<file path="src/rtl/me_result_packer_if.sv">
// Lane-result inputs, packed output stream and status flags of me_result_packer.
// slave = packer side, master = environment (ME core lanes + stream consumer).
interface me_result_packer_if #(
  parameter int BLK_IDX_W = 15
);
  logic                    finish_a_cur0;
  logic [3:0]              mv_x0;
  logic [3:0]              mv_y0;
  logic [13:0]             min_sad0;
  logic                    finish_a_cur1;
  logic [3:0]              mv_x1;
  logic [3:0]              mv_y1;
  logic [13:0]             min_sad1;
  logic                    out_valid;
  logic                    out_ready;
  logic [BLK_IDX_W+21:0]   out_data;
  logic                    frame_done;
  logic                    overflow;

  modport slave (
    input  finish_a_cur0, mv_x0, mv_y0, min_sad0,
    input  finish_a_cur1, mv_x1, mv_y1, min_sad1,
    input  out_ready,
    output out_valid, out_data, frame_done, overflow
  );

  modport master (
    output finish_a_cur0, mv_x0, mv_y0, min_sad0,
    output finish_a_cur1, mv_x1, mv_y1, min_sad1,
    output out_ready,
    input  out_valid, out_data, frame_done, overflow
  );
endinterface

</file>
<file path="src/rtl/me_result_packer.sv">
// Restores raster order of dual-lane ME results and streams packed words through a FIFO.
// Optional frame SAD total on sad_sum when ME_RESULT_SADSUM_EN is defined.
module me_result_packer #(
  parameter int NUM_BLKS   = 32400,
  parameter int BLK_IDX_W  = 15,
  parameter int FIFO_DEPTH = 8
) (
  input logic               clk,
  input logic               rst,
  me_result_packer_if.slave bus
`ifdef ME_RESULT_SADSUM_EN
  ,
  output logic [29:0]       sad_sum
`endif
);
  localparam int RES_W  = 22;
  localparam int DATA_W = BLK_IDX_W + RES_W;
  localparam int AW     = $clog2(FIFO_DEPTH);
  localparam int PTR_W  = AW + 1;
  localparam logic [BLK_IDX_W-1:0] LAST_IDX = BLK_IDX_W'(NUM_BLKS - 1);

  logic [1:0]             pulse;
  logic [RES_W-1:0]       lane_res [2];
  logic [RES_W-1:0]       hold_data [2];
  logic [1:0]             hold_v;
  logic [1:0]             drain;
  logic [1:0]             ovf_evt;

  logic                   exp_lane_reg;
  logic [BLK_IDX_W-1:0]   wr_idx_reg;
  logic [BLK_IDX_W-1:0]   rd_idx_reg;
  logic [PTR_W-1:0]       wr_ptr_reg;
  logic [PTR_W-1:0]       rd_ptr_reg;
  logic [PTR_W-1:0]       wr_ptr_next;
  logic [PTR_W-1:0]       rd_ptr_next;
  logic [DATA_W-1:0]      mem [FIFO_DEPTH];
  logic [DATA_W-1:0]      wr_word;
  logic [DATA_W-1:0]      out_data_reg;
  logic                   out_valid_reg;
  logic                   frame_done_reg;
  logic                   overflow_reg;
  logic                   full;
  logic                   push;
  logic                   pop;

  assign pulse       = {bus.finish_a_cur1, bus.finish_a_cur0};
  assign lane_res[0] = {bus.mv_x0, bus.mv_y0, bus.min_sad0};
  assign lane_res[1] = {bus.mv_x1, bus.mv_y1, bus.min_sad1};

  assign full = (wr_ptr_reg[AW] != rd_ptr_reg[AW]) &&
                (wr_ptr_reg[AW-1:0] == rd_ptr_reg[AW-1:0]);
  assign pop  = out_valid_reg & bus.out_ready;
  // A pop on the same edge frees the slot, so a full FIFO can still accept a push.
  assign push = hold_v[exp_lane_reg] & (~full | pop);

  assign wr_word     = {wr_idx_reg, hold_data[exp_lane_reg]};
  assign wr_ptr_next = push ? wr_ptr_reg + PTR_W'(1) : wr_ptr_reg;
  assign rd_ptr_next = pop  ? rd_ptr_reg + PTR_W'(1) : rd_ptr_reg;

  generate
    for (genvar gi = 0; gi < 2; gi++) begin : g_lane
      logic [RES_W-1:0] res_reg;
      logic             v_reg;

      assign drain[gi]   = push && (exp_lane_reg == 1'(gi));
      // Overrun only when the hold is still occupied after this edge.
      assign ovf_evt[gi] = pulse[gi] && v_reg && !drain[gi];

      always_ff @(posedge clk or negedge rst) begin
        if (!rst) begin
          res_reg <= '0;
          v_reg   <= 1'b0;
        end else if (pulse[gi] && !ovf_evt[gi]) begin
          res_reg <= lane_res[gi];
          v_reg   <= 1'b1;
        end else if (drain[gi]) begin
          v_reg   <= 1'b0;
        end
      end

      assign hold_data[gi] = res_reg;
      assign hold_v[gi]    = v_reg;
    end
  endgenerate

  always_ff @(posedge clk) begin
    if (push) begin
      mem[wr_ptr_reg[AW-1:0]] <= wr_word;
    end
  end

  // Head register: bypass the word being written when it lands in the next head slot.
  always_ff @(posedge clk or negedge rst) begin
    if (!rst) begin
      out_data_reg <= '0;
    end else if (push && (wr_ptr_reg[AW-1:0] == rd_ptr_next[AW-1:0])) begin
      out_data_reg <= wr_word;
    end else if (wr_ptr_next != rd_ptr_next) begin
      out_data_reg <= mem[rd_ptr_next[AW-1:0]];
    end
  end

  always_ff @(posedge clk or negedge rst) begin
    if (!rst) begin
      wr_ptr_reg     <= '0;
      rd_ptr_reg     <= '0;
      out_valid_reg  <= 1'b0;
      exp_lane_reg   <= 1'b0;
      wr_idx_reg     <= '0;
      rd_idx_reg     <= '0;
      frame_done_reg <= 1'b0;
      overflow_reg   <= 1'b0;
    end else begin
      wr_ptr_reg     <= wr_ptr_next;
      rd_ptr_reg     <= rd_ptr_next;
      out_valid_reg  <= (wr_ptr_next != rd_ptr_next);
      overflow_reg   <= overflow_reg | (|ovf_evt);
      frame_done_reg <= pop && (rd_idx_reg == LAST_IDX);
      if (push) begin
        // Frame wrap restarts on lane0 so odd block counts stay aligned.
        if (wr_idx_reg == LAST_IDX) begin
          wr_idx_reg   <= '0;
          exp_lane_reg <= 1'b0;
        end else begin
          wr_idx_reg   <= wr_idx_reg + BLK_IDX_W'(1);
          exp_lane_reg <= ~exp_lane_reg;
        end
      end
      if (pop) begin
        if (rd_idx_reg == LAST_IDX) begin
          rd_idx_reg <= '0;
        end else begin
          rd_idx_reg <= rd_idx_reg + BLK_IDX_W'(1);
        end
      end
    end
  end

`ifdef ME_RESULT_SADSUM_EN
  logic [29:0] acc_reg;
  logic [29:0] sad_sum_reg;
  logic [29:0] acc_next;

  assign acc_next = acc_reg + 30'(out_data_reg[13:0]);

  always_ff @(posedge clk or negedge rst) begin
    if (!rst) begin
      acc_reg     <= '0;
      sad_sum_reg <= '0;
    end else if (pop) begin
      if (rd_idx_reg == LAST_IDX) begin
        sad_sum_reg <= acc_next;
        acc_reg     <= '0;
      end else begin
        acc_reg     <= acc_next;
      end
    end
  end

  assign sad_sum = sad_sum_reg;
`endif

  assign bus.out_valid  = out_valid_reg;
  assign bus.out_data   = out_data_reg;
  assign bus.frame_done = frame_done_reg;
  assign bus.overflow   = overflow_reg;
endmodule

</file>
<file path="src/flat_wrapper.sv">
// flat-port wrapper written by rule: the top's interface ports become plain ports
module me_result_packer_flat 
#(
  parameter int NUM_BLKS   = 32400,
  parameter int BLK_IDX_W  = 15,
  parameter int FIFO_DEPTH = 8
)
  (clk, rst, bus_finish_a_cur0, bus_mv_x0, bus_mv_y0, bus_min_sad0, bus_finish_a_cur1, bus_mv_x1, bus_mv_y1, bus_min_sad1, bus_out_ready, bus_out_valid, bus_out_data, bus_frame_done, bus_overflow);
  me_result_packer_if #(.BLK_IDX_W(BLK_IDX_W)) bus_i ();
  input logic clk;
  input logic rst;
  input wire logic [$bits(bus_i.finish_a_cur0)-1:0] bus_finish_a_cur0;
  input wire logic [$bits(bus_i.mv_x0)-1:0] bus_mv_x0;
  input wire logic [$bits(bus_i.mv_y0)-1:0] bus_mv_y0;
  input wire logic [$bits(bus_i.min_sad0)-1:0] bus_min_sad0;
  input wire logic [$bits(bus_i.finish_a_cur1)-1:0] bus_finish_a_cur1;
  input wire logic [$bits(bus_i.mv_x1)-1:0] bus_mv_x1;
  input wire logic [$bits(bus_i.mv_y1)-1:0] bus_mv_y1;
  input wire logic [$bits(bus_i.min_sad1)-1:0] bus_min_sad1;
  input wire logic [$bits(bus_i.out_ready)-1:0] bus_out_ready;
  output wire logic [$bits(bus_i.out_valid)-1:0] bus_out_valid;
  output wire logic [$bits(bus_i.out_data)-1:0] bus_out_data;
  output wire logic [$bits(bus_i.frame_done)-1:0] bus_frame_done;
  output wire logic [$bits(bus_i.overflow)-1:0] bus_overflow;
  assign bus_i.finish_a_cur0 = bus_finish_a_cur0;
  assign bus_i.mv_x0 = bus_mv_x0;
  assign bus_i.mv_y0 = bus_mv_y0;
  assign bus_i.min_sad0 = bus_min_sad0;
  assign bus_i.finish_a_cur1 = bus_finish_a_cur1;
  assign bus_i.mv_x1 = bus_mv_x1;
  assign bus_i.mv_y1 = bus_mv_y1;
  assign bus_i.min_sad1 = bus_min_sad1;
  assign bus_i.out_ready = bus_out_ready;
  assign bus_out_valid = bus_i.out_valid;
  assign bus_out_data = bus_i.out_data;
  assign bus_frame_done = bus_i.frame_done;
  assign bus_overflow = bus_i.overflow;
  me_result_packer #(.NUM_BLKS(NUM_BLKS), .BLK_IDX_W(BLK_IDX_W), .FIFO_DEPTH(FIFO_DEPTH)) u_core (.clk(clk), .rst(rst), .bus(bus_i));
endmodule
</file>
<file path="config.mk">
export PLATFORM = sky130hd
export DESIGN_NAME = me_result_packer_flat
export DESIGN_NICKNAME = d
export VERILOG_FILES = /design/src/rtl/me_result_packer_if.sv /design/src/rtl/me_result_packer.sv /design/src/flat_wrapper.sv
export SDC_FILE = /design/constraint.sdc
export NUM_CORES = 1
export LEC_CHECK = 0
export CORE_AREA = 5 5 192 194
export CTS_CLUSTER_DIAMETER = 100
export CTS_CLUSTER_SIZE = 16
export DETAILED_ROUTE_END_ITERATION = 8
export DIE_AREA = 0 0 197 199
export GPL_TIMING_DRIVEN = 0
export PLACE_DENSITY = 0.68
export SLEW_MARGIN = 30
export SYNTH_ARGS = -nofsm -noshare
export SYNTH_HDL_FRONTEND = slang
export SYNTH_SLANG_ARGS = --single-unit
export TNS_END_PERCENT = 30
</file>
<file path="constraint.sdc">
create_clock -name clk -period 7.9 [get_ports clk]
set_clock_uncertainty 0.2 [all_clocks]
set_input_delay 1.185 -clock clk [delete_from_list [all_inputs] [get_ports clk]]
set_output_delay 1.185 -clock clk [all_outputs]
set_load 0.05 [all_outputs]
</file>
==> results of run 1 <==
## metrics by stage
step	total power [uW]	hold WS, ps	util (%)	cells	setup TNS (ps)
2_1_floorplan	6260	265	-	985	0
3_3_place_gp	7370	284	53.1	1534	-466900
3_5_place_dp	7520	292	54.5	1591	0
4_1_cts	8990	308	57.0	1647	0
5_1_grt	9380	321	57.0	1647	0
6_report	8880	301	57.0	1647	0
## worst max-delay path by stage
| stage | end | slack, ps |
|---|---|---|
| final | u_core.mem[5][33] | 3630 |
| after global routing | u_core.mem[5][18] | 3370 |
| after CTS | u_core.mem[5][18] | 3650 |
| after detailed placement | u_core.mem[5][33] | 3050 |
| after global placement | u_core.mem[2][35] | -3170 |
| after floorplan | u_core.mem[1][0] | 1540 |
## per-layer routing
layer  global-route usage (%)  wire length [um]  vias up
li1                         -                 -     4112
met1                     26.3             15600     4696
met4                     4.21               807        0
met5                        0                 0        -
met3                     2.57              1690       53
met2                     32.1             17900      233
## critical path, cell delays in order
cell	delay, ps
clkdlybuf4s50_1	610
nand2_1	220
buf_1	330
a21oi_2	440
nand2_1	270
nor3b_2	580
buf_4	290
buf_4	200
buf_4	200
## placed cells by master (no fill, tap or decap), types with 5 or more instances in the layout
cell             synthesis  layout
clkdlybuf4s50_1          0      87
inv_1                   46      46
nand2_1                 28      28
xor2_1                  13      12
buf_1                    5       5
mux4_2                  55      55
buf_4                    4      29
edfxtp_1               296     296
and2_1                   5       5
clkbuf_1                 8      32
xnor2_1                 20      20
nand4_1                  5       5
nand3_1                 15      15
mux2_2                  85      85
and3_1                   5       5
nor2_1                  47      46
dfrtp_1                125     125
o21ai_0                 11      11
clkbuf_16                0      31
buf_2                   24      49
mux2i_1                112     112
a221oi_1                18      18
## cell families after synthesis
| group | count (synthesis) | share of synthesized area, % |
|---|---|---|
| AND/OR/NAND/NOR | 132 | 3.69 |
| flip-flops | 421 | 70.1 |
| multiplexers | 252 | 19.3 |
| adder cells (fa/ha/maj) | 4 | 0.292 |
| XOR/XNOR | 35 | 1.91 |
| AO/OA/AOI/OAI | 52 | 2.42 |
| buffers and inverters | 89 | 2.26 |
## power groups by stage
stage                     sequential, uW  combinational, uW  clock, uW
after global routing                3670               4140       1580
after detailed placement            3650               3870          0
after floorplan                     3930               2330          0
after CTS                           3600               3890       1490
after global placement              3700               3670          0
final                               3600               3820       1450
## area by class of cell
type | instances | area (um^2)
well taps | 461 | 577
plain buffers | 42 | 210
inverters | 47 | 176
flip-flops and latches | 421 | 12000
clock inverters | 1 | 16.3
repair buffers | 145 | 1320
clock buffers | 55 | 866
fillers | 2754 | 15100
multi-input cells | 475 | 4800
==> metrics.yaml, run 1 <==
nNetsFinal: 1215
yosys.area.top_type: "edfxtp_1"
io_pins: 89
r2r-start: "u_core.wr_ptr_reg[0]"
place_congestion: 0.824
drtIter0Drc: 640
initial_core_util_pct: 48.9
synth_edf_count: 296
clkSinkCount: 421
netlist_area_um2: 17100
worstPathRequired_ps: 7970
place_worst_setup_slack_ps: 3050
final_area_um2: 20000
worst_slack_ps: 3630
finalHoldViolCount: 0
cts-root-buf: "clkbuf_16"
p_int_uw: 5690
largest_register_ffs: 296
cp-end-kind: "register"
r2r_setup_slack_ps: 4300
fin_crit_ps: 4270
ctsHoldBuffers: 0
yosysTopAreaCellShare_pct: 51.8
yosysUniqueCellTypes: 55
power.density_nw_per_um2: 444
die_w_um: 197
min_path_type: "register to register"
hold_path_end: "u_core.g_lane[1].res_reg[7]"
avgRoutedWirePerCell_um: 21.9
p_seq_share_pct: 40.6
start_kind: "primary input"
core_area_um2: 35100
ys.flop_type: "edfxtp_1"
min_from: "u_core.g_lane[1].res_reg[7]"
cts_post_setup_buffers_inserted: 0
dpl_cell_area_um2: 19100
status: "finished clean"
cap_violations: 0
netlist_top_cells_count: "edfxtp_1 (296), dfrtp_1 (125), mux2i_1 (112)"
synth_most_common_cell: "edfxtp_1"
cts_resized: 0
cts_tree: "built"
ant_nets: 0
syn_nets: 1038
die_area_um2: 39200
overflow: 0
grt_usage_pct: 18.8
rsz0062_at_grt: "no"
syn_area_per_cell_um2: 17.4
crit_fanout: 10
combPwrFrac_pct: 43.1
pwr-share-clk_pct: 16.4
ir_drop_mv: 0.222
synth_cells: 985
p_leak_uw: 0.00760
core.rowCount: 69
grt_pass1_wl_um: 56700
post-route-period-util_pct: 54.0
min_path_cells: 1
setup_viol: 0
slew_violations: 0
wl_um: 36000
async_reset_ff_share_pct: 29.7
path_clk_slew_ps: 70
first_global_vias: 9589
p_sw_uw: 3190
vias: 9094
viasPerCell: 5.52
grt_max_degree: 64
die_y_um: 199
drive_above_1_share_pct: 23.4
antenna_found_initial: 0
r2r-end: "u_core.mem[2][7]"
tightestPinTransition_ps: 997
numCtsBuffers: 30
area_growth_pct: 16.5
ys_ff_latch: 421
h-tree-depth: 1
swShare_pct: 35.9
r2r_cells: 11
arrival_ps: 4340
portBuffers: 88
ys_seq_area_share_pct: 70.1
clock_path_buffers: 3
clock_latency_ps: 560
antennaDiodeCount: 0
dp_hpwl_um: 24600
synth_area_leaders: "edfxtp_1 (52%), dfrtp_1 (18%), mux4_2 (7.2%)"
crit_type: "primary input to register"
post-route-drc-count: 0
critPathLaunch: "bus_out_ready"
fmax_mhz: 234
yosys_warnings: 0
drt_first_pass_iters: 5
slew_headroom_pct: 32.9
No activity file was read; power rests on OpenSTA's default activity.
==> run 2: changes to the inputs <==
==> constraint.sdc (replaced) <==
create_clock -name clk -period 4.2 [get_ports clk]
set_clock_uncertainty 0.2 [all_clocks]
set_input_delay 0.63 -clock clk [delete_from_list [all_inputs] [get_ports clk]]
set_output_delay 0.63 -clock clk [all_outputs]
set_load 0.05 [all_outputs]
==> run 2 against run 1 <==
  * Cell area about the same
  * Combinational power up 89%
  * Count of clock-buffer cells in the layout unchanged
  * Total power up 88%
  * Die area unchanged
  * Sequential power up 88%
  * Global-route usage down 0.31 points
  * Sequential cell count unchanged
  * First-iteration DRC count up 16%
  * Critical path depth unchanged
  * Largest cell class unchanged
==> metrics.yaml, run 2 (synthesis gave the netlist of run 1 again) <==
status: "finished clean"
fin_tns_setup_ps: 0
fin_crit_ps: 3760
dp_hpwl_um: 24200
largest_register_ffs: 296
final_common_cell: "edfxtp_1"
clkSinkCount: 421
grt_pass1_wl_um: 55700
ir_drop_mv: 0.538
overflow: 0
slew_violations: 0
post-route-drc-count: 0
slew_headroom_pct: 39.9
rsz0062_at_grt: "no"
wl_um: 35800
die_area_um2: 39200
crit_family: "buffers and inverters"
drtIter0Drc: 744
ctsHoldBuffers: 1
drt_first_pass_iters: 5
r2r_setup_slack_ps: 540
grt_usage_pct: 18.5
crit_type: "primary input to register"
nNetsFinal: 1208
grt_max_degree: 67
die_y_um: 199
worstPathRequired_ps: 4270
antenna_found_initial: 0
portBuffers: 88
clock_path_buffers: 3
die_w_um: 197
critPathMaxStageDelay_ps: 650
finalHoldViolCount: 0
antennaDiodeCount: 0
post-route-period-util_pct: 89.6
area_growth_pct: 16.5
cts_tree: "built"
crit_buf_inv: 5
first_global_vias: 9193
place_congestion: 0.813
arrival_ps: 3830
cts_post_setup_buffers_inserted: 0
tightestPinTransition_ps: 895
worstPathCellList: "clkdlybuf4s50_1, nand2_1, buf_1, a21oi_2, nand2_1, nor3_2, buf_6, buf_4, buf_4"
ant_nets: 0
io_pins: 89
clock_latency_ps: 560
vias: 8997
core.rowCount: 69
p_leak_uw: 0.00757
cts-root-buf: "clkbuf_16"
avgRoutedWirePerCell_um: 21.8
cp_slowest_cell: "nor3_2"
cp-end-kind: "register"
fmax_mhz: 266
power.density_nw_per_um2: 836
core_area_um2: 35100
mostFrequentLayoutCells: "edfxtp_1 (296), dfrtp_1 (125), mux2i_1 (112)"
setup_viol: 0
path_clk_slew_ps: 70
drive_above_1_share_pct: 22.9
viasPerCell: 5.49
crit_fanout: 10
h-tree-depth: 1
finalPower_uw: 16700
start_kind: "primary input"
min_path_type: "register to register"
cap_violations: 0
cts_resized: 0
numCtsBuffers: 30
initial_core_util_pct: 48.9
run 2: cell types whose count changed in the layout (fill, tap and decap cells not counted), sizes merged:
cell	before	now
buf	92	84
dlygate4sd3	0	1
run 2: metrics by stage:
step	util [%]	cell area [um^2]	instances	setup WS (ps)	hold slack (ps)
2_1_floorplan	-	17200	985	-1550	134
3_3_place_gp	53.1	18600	1534	-6350	283
3_5_place_dp	54.4	19100	1583	-94.6	289
4_1_cts	57.0	20000	1640	463	306
5_1_grt	57.0	20000	1640	303	320
6_report	57.0	20000	1640	435	300
run 2: layout make-up:
cell class	count	area [um^2]
buffer	42	211
clock buffer	55	866
clock inverter	1	16.3
fill	2733	15100
inverter	47	176
multi-input combinational	475	4810
sequential	421	12000
tap	461	577
timing repair buffer	138	1300
run 2: where the power goes:
part | total [uW] | switching [uW] | internal, uW | leakage (uW)
clock network | 2720 | 1330 | 1390 | 0.000417
logic | 7220 | 4120 | 3100 | 0.00290
registers | 6770 | 543 | 6220 | 0.00426
total | 16700 | 6000 | 10700 | 0.00757
run 2: worst paths after layout:
path                                               from                      endpoint  depth (start not counted)
hold reg to reg            u_core.g_lane[0].res_reg[21]  u_core.g_lane[0].res_reg[21]                          1
setup / recovery                          bus_out_ready              u_core.mem[6][6]                          9
hold / removal             u_core.g_lane[0].res_reg[21]  u_core.g_lane[0].res_reg[21]                          1
min in group asynchronous                           rst       u_core.bus.out_data[34]                          2
setup reg to reg                   u_core.wr_ptr_reg[0]              u_core.mem[6][6]                         10
max in group asynchronous                           rst   u_core.g_lane[0].res_reg[5]                          3
run 2: layer usage:
layer  up-vias  part of all wire [%]  GRT usage [%]
met2       266                    49           30.2
met1      4576                    44           26.8
met3        46                   5.1           2.93
met4         0                   2.5           4.44
li1       4109                     -              -
met5         -                     0              0
==> run 3: changes to the inputs <==
--- a/config.mk
+++ b/config.mk
@@ -5,13 +5,13 @@
 export SDC_FILE = /design/constraint.sdc
 export NUM_CORES = 1
 export LEC_CHECK = 0
-export CORE_AREA = 5 5 192 194
+export CORE_AREA = 5 5 202 204
 export CTS_CLUSTER_DIAMETER = 100
 export CTS_CLUSTER_SIZE = 16
 export DETAILED_ROUTE_END_ITERATION = 8
-export DIE_AREA = 0 0 197 199
+export DIE_AREA = 0 0 207 209
 export GPL_TIMING_DRIVEN = 0
-export PLACE_DENSITY = 0.68
+export SETUP_SLACK_MARGIN = 0.4
 export SLEW_MARGIN = 30
 export SYNTH_ARGS = -nofsm -noshare
 export SYNTH_HDL_FRONTEND = slang
==> run 3 against run 2 <==
  * Total power is 1.1% higher
  * Via count is 0.59% higher
  * First-iteration DRC count shrank 4.7%
  * Cell area rose by 0.85%
  * Sequential share of layout area is 0.50 points lower
  * Clock power hardly changed
  * Final cell count increased by 3.8%
  * Critical path type is now register to register
  * Largest cell class unchanged
==> metrics.yaml, run 3 (synthesis gave the netlist of run 1 again) <==
h-tree-depth: 1
arrival_ps: 3630
post-route-drc-count: 0
final_common_cell: "edfxtp_1"
power.density_nw_per_um2: 838
die_y_um: 209
slew_violations: 0
ctsHoldBuffers: 1
antennaDiodeCount: 0
ir_drop_mv: 0.473
drtIter0Drc: 709
die_w_um: 207
status: "finished clean"
first_global_vias: 9333
dr.max_layer_used: "met4"
post-route-period-util_pct: 84.7
setup_viol: 0
pwr-share-clk_pct: 16.3
wl_met2_um: 18300
wl_met3_um: 1450
drive_above_1_share_pct: 22.9
drt_first_pass_iters: 5
clkSinkCount: 421
numCtsBuffers: 30
combPwrFrac_pct: 43.7
p_seq_share_pct: 40.1
nNetsFinal: 1206
wl_um: 37900
fmax_mhz: 281
overflow: 0
grt_usage_pct: 17.3
grt_max_degree: 70
tightestPinTransition_ps: 972
min_path_type: "register to register"
dp_hpwl_um: 25200
wl_met1_um: 17600
area_growth_pct: 17.5
cts_post_setup_buffers_inserted: 0
ant_nets: 0
cts-root-buf: "clkbuf_16"
path_clk_slew_ps: 70
cts_tree: "built"
nFillCells: 3308
die_area_um2: 43300
final_area_um2: 20100
p_int_uw: 10800
portBuffers: 88
crit_type: "register to register"
avgRoutedWirePerCell_um: 22.3
worstPathRequired_ps: 4280
clock_latency_ps: 570
cts_resized: 0
p_leak_uw: 0.00758
slew_headroom_pct: 35.1
core_area_um2: 39100
rsz0062_at_grt: "no"
viasPerCell: 5.32
cp-end-kind: "register"
p_sw_uw: 6140
core.rowCount: 73
finalHoldViolCount: 0
crit_fanout: 10
fin_crit_ps: 3560
initial_core_util_pct: 43.9
swShare_pct: 36.3
largest_register_ffs: 296
vias: 9050
grt_pass1_wl_um: 58000
start_kind: "register"
io_pins: 89
antenna_found_initial: 0
fin_tns_setup_ps: 0
clock_path_buffers: 3
cap_violations: 0
dpl_cell_area_um2: 19300
place_congestion: 0.778
postLayoutCoreUtil_pct: 51.5
mostFrequentLayoutCells: "edfxtp_1 (296), dfrtp_1 (125), mux2i_1 (112)"
-- run 3: cell count changes in the layout (fill, tap and decap cells not counted), moves of 2 or more --
cell,change
nor4_4,+2
buf_6,+7
nor4_2,-2
buf_2,-16
buf_4,+4
buf_8,+2
-- run 3: through the flow --
step	setup slack, ps	std cells	total power (uW)	hold WS (ps)
global route	427	1702	17800	319
CTS	484	1702	17100	308
finish	644	1702	16900	305
floorplan	-626	985	11800	134
global placement	-4590	1598	14000	284
detailed placement	97.6	1645	14300	291
-- run 3: final cells by class --
cell class	count	area (um^2)	share of cell area [%]
clock buffers	54	862	4.28
plain buffers	42	211	1.05
well taps	525	657	3.26
multi-input cells	475	4830	24.0
repair buffers	136	1380	6.85
clock inverters	2	13.8	0.0683
inverters	47	176	0.876
flip-flops and latches	421	12000	59.6
-- run 3: power by group through the flow --
stage                     clock network (uW)  registers, uW  logic, uW
after floorplan                            0           7360       4410
after global placement                     0           6930       7080
after detailed placement                   0           6850       7480
after CTS                               2840           6770       7510
after global routing                    2990           6890       7960
final                                   2750           6770       7370
-- run 3: final timing paths --
check	end	slack [ps]	cells past startpoint	from
max	u_core.mem[4][10]	640	10	u_core.wr_ptr_reg[0]
min in group asynchronous	u_core.bus.out_data[34]	390	2	rst
max in group asynchronous	u_core.g_lane[0].res_reg[3]	2660	3	rst
min	u_core.g_lane[0].res_reg[0]	300	1	u_core.g_lane[0].res_reg[0]
max reg2reg	u_core.mem[4][10]	640	10	u_core.wr_ptr_reg[0]
min reg2reg	u_core.g_lane[0].res_reg[0]	300	1	u_core.g_lane[0].res_reg[0]
-- run 3: routing by layer --
metal  up-vias  global-route usage [%]
li1       4102                       -
met1      4716                    25.4
met2       192                    28.4
met3        40                    2.00
met4         0                    3.17
met5         -                       0
-- run 3: critical path: stages, from the launching register on --
cell and delay [ps]:
dfrtp_1 360, buf_4 220, xor2_1 220, and4b_1 210, buf_2 170, a21oi_2 420, nand2_1 300, nor3_2 610
buf_6 230, buf_6 140, buf_4 160
